--- config.mk ---
export PLATFORM = sky130hd
export DESIGN_NAME = riscv_fetch_unit
export DESIGN_NICKNAME = d
export VERILOG_FILES = /design/src/rtl/riscv_fetch_unit_pkg.sv /design/src/rtl/riscv_fetch_unit_queue.sv /design/src/rtl/riscv_fetch_unit.sv
export SDC_FILE = /design/constraint.sdc
export NUM_CORES = 1
export LEC_CHECK = 0
export BUFFER_PORTS_ARGS = -buffer_cell sky130_fd_sc_hd__buf_2
export CAP_MARGIN = 15
export CELL_PAD_IN_SITES_DETAIL_PLACEMENT = 2
export CELL_PAD_IN_SITES_GLOBAL_PLACEMENT = 2
export CORE_AREA = 4 4 179 181
export CTS_CLUSTER_SIZE = 8
export DETAILED_ROUTE_END_ITERATION = 16
export DIE_AREA = 0 0 183 185
export MAX_ROUTING_LAYER = met4
export PLACE_DENSITY = 0.87
export REMOVE_ABC_BUFFERS = 1
export SYNTH_ARGS = -nofsm -noshare
export SYNTH_HDL_FRONTEND = slang
export SYNTH_SLANG_ARGS = --single-unit
export TNS_END_PERCENT = 5
--- constraint.sdc ---
create_clock -name clk -period 4.6 [get_ports clk]
set_input_delay 0.92 -clock clk [delete_from_list [all_inputs] [get_ports clk]]
set_output_delay 0.92 -clock clk [all_outputs]
set_load 0.1 [all_outputs]
--- src/rtl/riscv_fetch_unit_pkg.sv ---
//==============================================================================
// Module   : riscv_fetch_unit_pkg
// Brief    : Shared CPU constants (NOP, base opcodes) and fetch queue entry type.
// Revision : 1.0 - initial release
//==============================================================================
`default_nettype none

package riscv_fetch_unit_pkg;

    // addi x0, x0, 0
    localparam logic [31:0] c_instr_nop = 32'h0000_0013;

    localparam logic [6:0] c_opc_lw     = 7'b0000011;
    localparam logic [6:0] c_opc_sw     = 7'b0100011;
    localparam logic [6:0] c_opc_beq    = 7'b1100011;
    localparam logic [6:0] c_opc_alu    = 7'b0110011;
    localparam logic [6:0] c_opc_alu_im = 7'b0010011;

    typedef struct packed {
        logic [31:0] pc;
        logic [31:0] instr;
    } fetch_entry_t;

    function automatic logic [31:0] align_pc(input logic [31:0] pc);
        return pc & 32'hFFFF_FFFC;
    endfunction

endpackage

`default_nettype wire

--- src/rtl/riscv_fetch_unit_queue.sv ---
//==============================================================================
// Module   : fetch_queue
// Brief    : Prefetch FIFO of {pc, instr} entries with push/pop/flush and count.
// Revision : 1.0 - initial release
//==============================================================================
`default_nettype none

module fetch_queue
    import riscv_fetch_unit_pkg::*;
#(
    parameter int DEPTH = 4
) (
    input  logic                     clk,
    input  logic                     rst_n,
    input  logic                     push,
    input  logic [31:0]              push_pc,
    input  logic [31:0]              push_instr,
    input  logic                     pop,
    input  logic                     flush,
    output logic [31:0]              head_pc,
    output logic [31:0]              head_instr,
    output logic [$clog2(DEPTH):0]   count
);

    localparam int AW = $clog2(DEPTH);
    localparam int CW = AW + 1;
    localparam logic [CW-1:0] c_full = CW'(DEPTH);

    fetch_entry_t   r_mem [DEPTH];
    logic [AW-1:0]  r_wr;
    logic [AW-1:0]  r_rd;
    logic [CW-1:0]  r_count;
    logic           w_pop;
    logic           w_push;

    // A flush wins over everything; a pop frees a slot for a same-cycle push.
    assign w_pop  = pop && (r_count != '0) && !flush;
    assign w_push = push && !flush && ((r_count != c_full) || w_pop);

    always_ff @(posedge clk or negedge rst_n) begin
        if (!rst_n) begin
            r_wr    <= '0;
            r_rd    <= '0;
            r_count <= '0;
        end else if (flush) begin
            r_wr    <= '0;
            r_rd    <= '0;
            r_count <= '0;
        end else begin
            if (w_push) r_wr <= r_wr + AW'(1);
            if (w_pop)  r_rd <= r_rd + AW'(1);
            case ({w_push, w_pop})
                2'b10:   r_count <= r_count + CW'(1);
                2'b01:   r_count <= r_count - CW'(1);
                default: r_count <= r_count;
            endcase
        end
    end

    always_ff @(posedge clk) begin
        if (w_push) begin
            r_mem[r_wr].pc    <= push_pc;
            r_mem[r_wr].instr <= push_instr;
        end
    end

    assign head_pc    = r_mem[r_rd].pc;
    assign head_instr = r_mem[r_rd].instr;
    assign count      = r_count;

endmodule

`default_nettype wire

--- src/rtl/riscv_fetch_unit.sv ---
//==============================================================================
// Module   : riscv_fetch_unit
// Brief    : Instruction fetch with prefetch queue, redirect flush and
//            stale-response discard. FETCH_PERF_EN adds perf counters.
// Revision : 1.0 - initial release
//==============================================================================
`default_nettype none

module riscv_fetch_unit
    import riscv_fetch_unit_pkg::*;
#(
    parameter logic [31:0] RESET_PC = 32'h0000_0000,
    parameter int          DEPTH    = 4
) (
    input  logic        clk,
    input  logic        rst_n,
    output logic        imem_req_valid,
    input  logic        imem_req_ready,
    output logic [31:0] imem_req_addr,
    input  logic        imem_rsp_valid,
    input  logic [31:0] imem_rsp_data,
    input  logic        redirect_valid,
    input  logic [31:0] redirect_pc,
    output logic        ifid_valid,
    input  logic        ifid_ready,
    output logic [31:0] ifid_instr,
`ifdef FETCH_PERF_EN
    output logic [31:0] ifid_pc,
    output logic [31:0] perf_fetched,
    output logic [31:0] perf_bubbles
`else
    output logic [31:0] ifid_pc
`endif
);

    localparam int CW = $clog2(DEPTH) + 1;
    localparam logic [CW:0] c_depth = (CW+1)'(DEPTH);

    logic [31:0]   r_pc;
    logic [31:0]   r_rsp_pc;
    logic [CW-1:0] r_outst;
    logic [CW-1:0] r_discard;
    logic [CW-1:0] w_count;
    logic [CW:0]   w_inflight;
    logic          w_req_fire;
    logic          w_rsp_keep;
    logic          w_pop;
    logic [31:0]   w_head_pc;
    logic [31:0]   w_head_instr;

    // Outstanding requests are counted against the queue so every response lands.
    assign w_inflight     = {1'b0, w_count} + {1'b0, r_outst};
    assign imem_req_valid = rst_n && !redirect_valid && (w_inflight < c_depth);
    assign imem_req_addr  = r_pc;
    assign w_req_fire     = imem_req_valid && imem_req_ready;
    assign w_rsp_keep     = imem_rsp_valid && !redirect_valid && (r_discard == '0);
    assign w_pop          = ifid_valid && ifid_ready;

    always_ff @(posedge clk or negedge rst_n) begin
        if (!rst_n) begin
            r_pc      <= align_pc(RESET_PC);
            r_rsp_pc  <= align_pc(RESET_PC);
            r_outst   <= '0;
            r_discard <= '0;
        end else begin
            r_outst <= r_outst + CW'(w_req_fire) - CW'(imem_rsp_valid);
            if (redirect_valid) begin
                r_pc      <= align_pc(redirect_pc);
                r_rsp_pc  <= align_pc(redirect_pc);
                // A response in this very cycle is already dropped.
                r_discard <= r_outst - CW'(imem_rsp_valid);
            end else begin
                if (w_req_fire)
                    r_pc <= r_pc + 32'd4;
                if (w_rsp_keep)
                    r_rsp_pc <= r_rsp_pc + 32'd4;
                if (imem_rsp_valid && (r_discard != '0))
                    r_discard <= r_discard - CW'(1);
            end
        end
    end

    fetch_queue #(
        .DEPTH      (DEPTH)
    ) u_queue (
        .clk        (clk),
        .rst_n      (rst_n),
        .push       (w_rsp_keep),
        .push_pc    (r_rsp_pc),
        .push_instr (imem_rsp_data),
        .pop        (w_pop),
        .flush      (redirect_valid),
        .head_pc    (w_head_pc),
        .head_instr (w_head_instr),
        .count      (w_count)
    );

    assign ifid_valid = (w_count != '0);
    assign ifid_instr = ifid_valid ? w_head_instr : c_instr_nop;
    assign ifid_pc    = ifid_valid ? w_head_pc : 32'h0;

`ifdef FETCH_PERF_EN
    logic [31:0] r_perf_fetched;
    logic [31:0] r_perf_bubbles;

    always_ff @(posedge clk or negedge rst_n) begin
        if (!rst_n) begin
            r_perf_fetched <= '0;
            r_perf_bubbles <= '0;
        end else begin
            if (w_rsp_keep)
                r_perf_fetched <= r_perf_fetched + 32'd1;
            if (ifid_ready && !ifid_valid)
                r_perf_bubbles <= r_perf_bubbles + 32'd1;
        end
    end

    assign perf_fetched = r_perf_fetched;
    assign perf_bubbles = r_perf_bubbles;
`endif

endmodule

`default_nettype wire

==> results.toml <==
[route]
dr.pass1.iters = 5
drt-total-wl_um = 41350
routedWlPerCell_um = 28.76
avgViaCountPerCell = 5.900
drtIter0Drc = 616
route.detailed.drc = 0
vias = 8484
ant_nets = 0

[clock_network]
clk_pin_slew_ps = 60
cts_resized = 0
cts.sinks = 321
clk_path_buf_depth = 3
cts_tree = "built"
clockRootBuffer = "clkbuf_16"
cts_buffers = 46
holdBufCountCts = 0
insertion_delay_ps = 540
h-tree-depth = 2
post_cts.repair.setup_buffers = 0

[timing]
fin_crit_ps = 3826
tightest_slew_ps = 1037
fin_crit_sh_pct = 83.18
relSlewSlack_pct = 30.86
rsz0062_at_grt = "false"
max_freq_mhz = 261.3
finalMaxSlewViolations = 0
setup_viol = 0
final_hold_viol_count = 0
clock_skew_ps = 22.17

[synthesis]
yosys_warnings = 0
ys_seq_elements = 321
synthArstFlopShare_pct = 22.74
synth_top_flop_cell = "edfxtp_1"
syn_area_per_cell_um2 = 16.05
synth_edf_count = 248
netlist_instances = 848
yosysSeqAreaShare_pct = 68.12
synth.cell_area_um2 = 13610
ys_types = 59

[die]
initial_core_util_pct = 44.74
die-area_um2 = 33860
num_rows = 64
core_um2 = 30430
die_h_um = 185
dieWidth_um = 183
io_pins = 168

[min_path]
hp-class = "input pin to async pin"

[power_and_ir_drop]
p_per_area_nw_per_um2 = 665.0
leakage_uw = 0.005829
vdd_drop_max_mv = 0.3050

[layout]
nFillCells = 2772
antenna_cells = 0
stdcell_count = 1438
drive_gt1_share_pct = 30.23
final_common_cell = "edfxtp_1"
seq_area_um2 = 9279
multiInputGateArea_um2 = 4089
fin_nets = 1111
final_cell_mix = "edfxtp_1, buf_2, dfrtp_1, mux4_2, and2_1"
area_growth_pct = 18.42
utilization_pct = 52.98

[grt]
grt.overflow.total = 0
antenna_found_initial = 1
grt_use_total_pct = 25.32
grt_pass1_wl_um = 62930
first_global_vias = 9580
grt_max_degree = 63

[setup_path]
crit_arrival_ps = 2910
worstPathMaxFanout = 59
rr_startpoint = "u_queue.count[2]"
startpoint_type = "register"
r2r_slack_ps = 1640
cp.required_ps = 3680
r2r_cells = 10
startpoint = "u_queue.count[0]"
r2r-end = "r_outst[2]"
crit_type = "register to output pin"
end_kind = "output pin"

[place]
place_congestion = 0.7884
port_buffers = 161
dp_hpwl_um = 24630
place_inst = 1372

[outcome]
outcome = "completed"

[flow_run]
maxCapViolCount = 0
-- logic make-up (layout without fill, tap and decap cells) --
group,count (synthesis),after routing,synth area share [%]
other cells,1,4,0.02755
buf+inv,61,252,2.040
mux,75,75,11.29
compound gates,91,91,4.311
flops,321,321,68.12
simple gates,245,245,10.18
xor+xnor,38,38,2.445
fa+ha+maj,16,16,1.581
-- power by group --
group	leakage [µW]	internal, µW	switching [µW]	total (µW)
clock network	0.000626	1900	1250	3150
registers	0.00312	3330	275	3600
logic	0.00208	832	3140	3970
total	0.00583	6060	4660	10700
-- area by class of cell --
cell class                      count  share of cell area, %
Tap cell                          396                  3.074
Timing Repair Buffer              171                  5.619
Clock buffer                       64                  7.956
Multi-Input combinational cell    469                  25.36
Inverter                           16                 0.3726
Clock inverter                      1                0.05433
Sequential cell                   321                  57.56
-- critical path: stages (launching register included) --
cell and delay, ps:
dfrtp_1 470, nor3_1 670, clkinv_1 240, buf_4 340, and2_1 280, buf_2 310
-- layer usage --
layer	global-route usage, %	vias up	part of all wire (%)
met4	5.930	0	2.3
met3	4.203	64	5.2
met2	42.57	315	51
met5	-	-	0
met1	32.68	4479	41
li1	-	3626	-
-- per-stage QoR --
| step | power, µW | instance area (µm²) | TNS [ps] | setup WS [ps] | hold slack [ps] |
|---|---|---|---|---|---|
| after floorplan | 6782 | 13410 | -4640 | -78.65 | 494.1 |
| after CTS | 10830 | 16110 | 0 | 726.2 | 252.5 |
| after global placement | 7480 | 14820 | 0 | 1347 | 529.9 |
| after global routing | 11130 | 16120 | 0 | 625.3 | 247.1 |
| final | 10720 | 16120 | 0 | 773.7 | 257.6 |
| after detailed placement | 7617 | 14820 | 0 | 1289 | 556.8 |
-- synth_stat cells, types with 12 or more instances --
cell	n	area share, %
edfxtp_1	248	55
buf_2	15	0.55
nand3_1	34	1.2
o21ai_0	38	1.4
nor2_1	26	0.72
xnor2_1	14	0.90
and2_1	65	3.0
nand2_1	51	1.4
dfrtp_1	73	13
clkbuf_1	20	0.55
mux4_2	62	10
o311ai_0	12	0.77
ha_1	14	1.3
xor2_1	24	1.5
nand4_1	21	0.97
inv_1	15	0.41
-- flip-flops by register name (all words and copies together) (netlist names) --
name / count
u_queue.r_wr: 2
imem_req_addr: 30
r_outst: 3
u_queue.count: 3
r_discard: 3
u_queue.r_rd: 2
u_queue.r_mem: 248
r_rsp_pc: 30
-- worst max path at each step --
stage | to | depth (start not counted) | slack [ps]
global placement | r_outst[2] | 10 | 1350
detailed placement | r_outst[2] | 10 | 1290
global route | ifid_pc[10] | 5 | 630
floorplan | ifid_instr[10] | 2 | -80
finish | ifid_pc[10] | 5 | 770
CTS | ifid_pc[10] | 5 | 730
(Power assumes the default switching activity.)
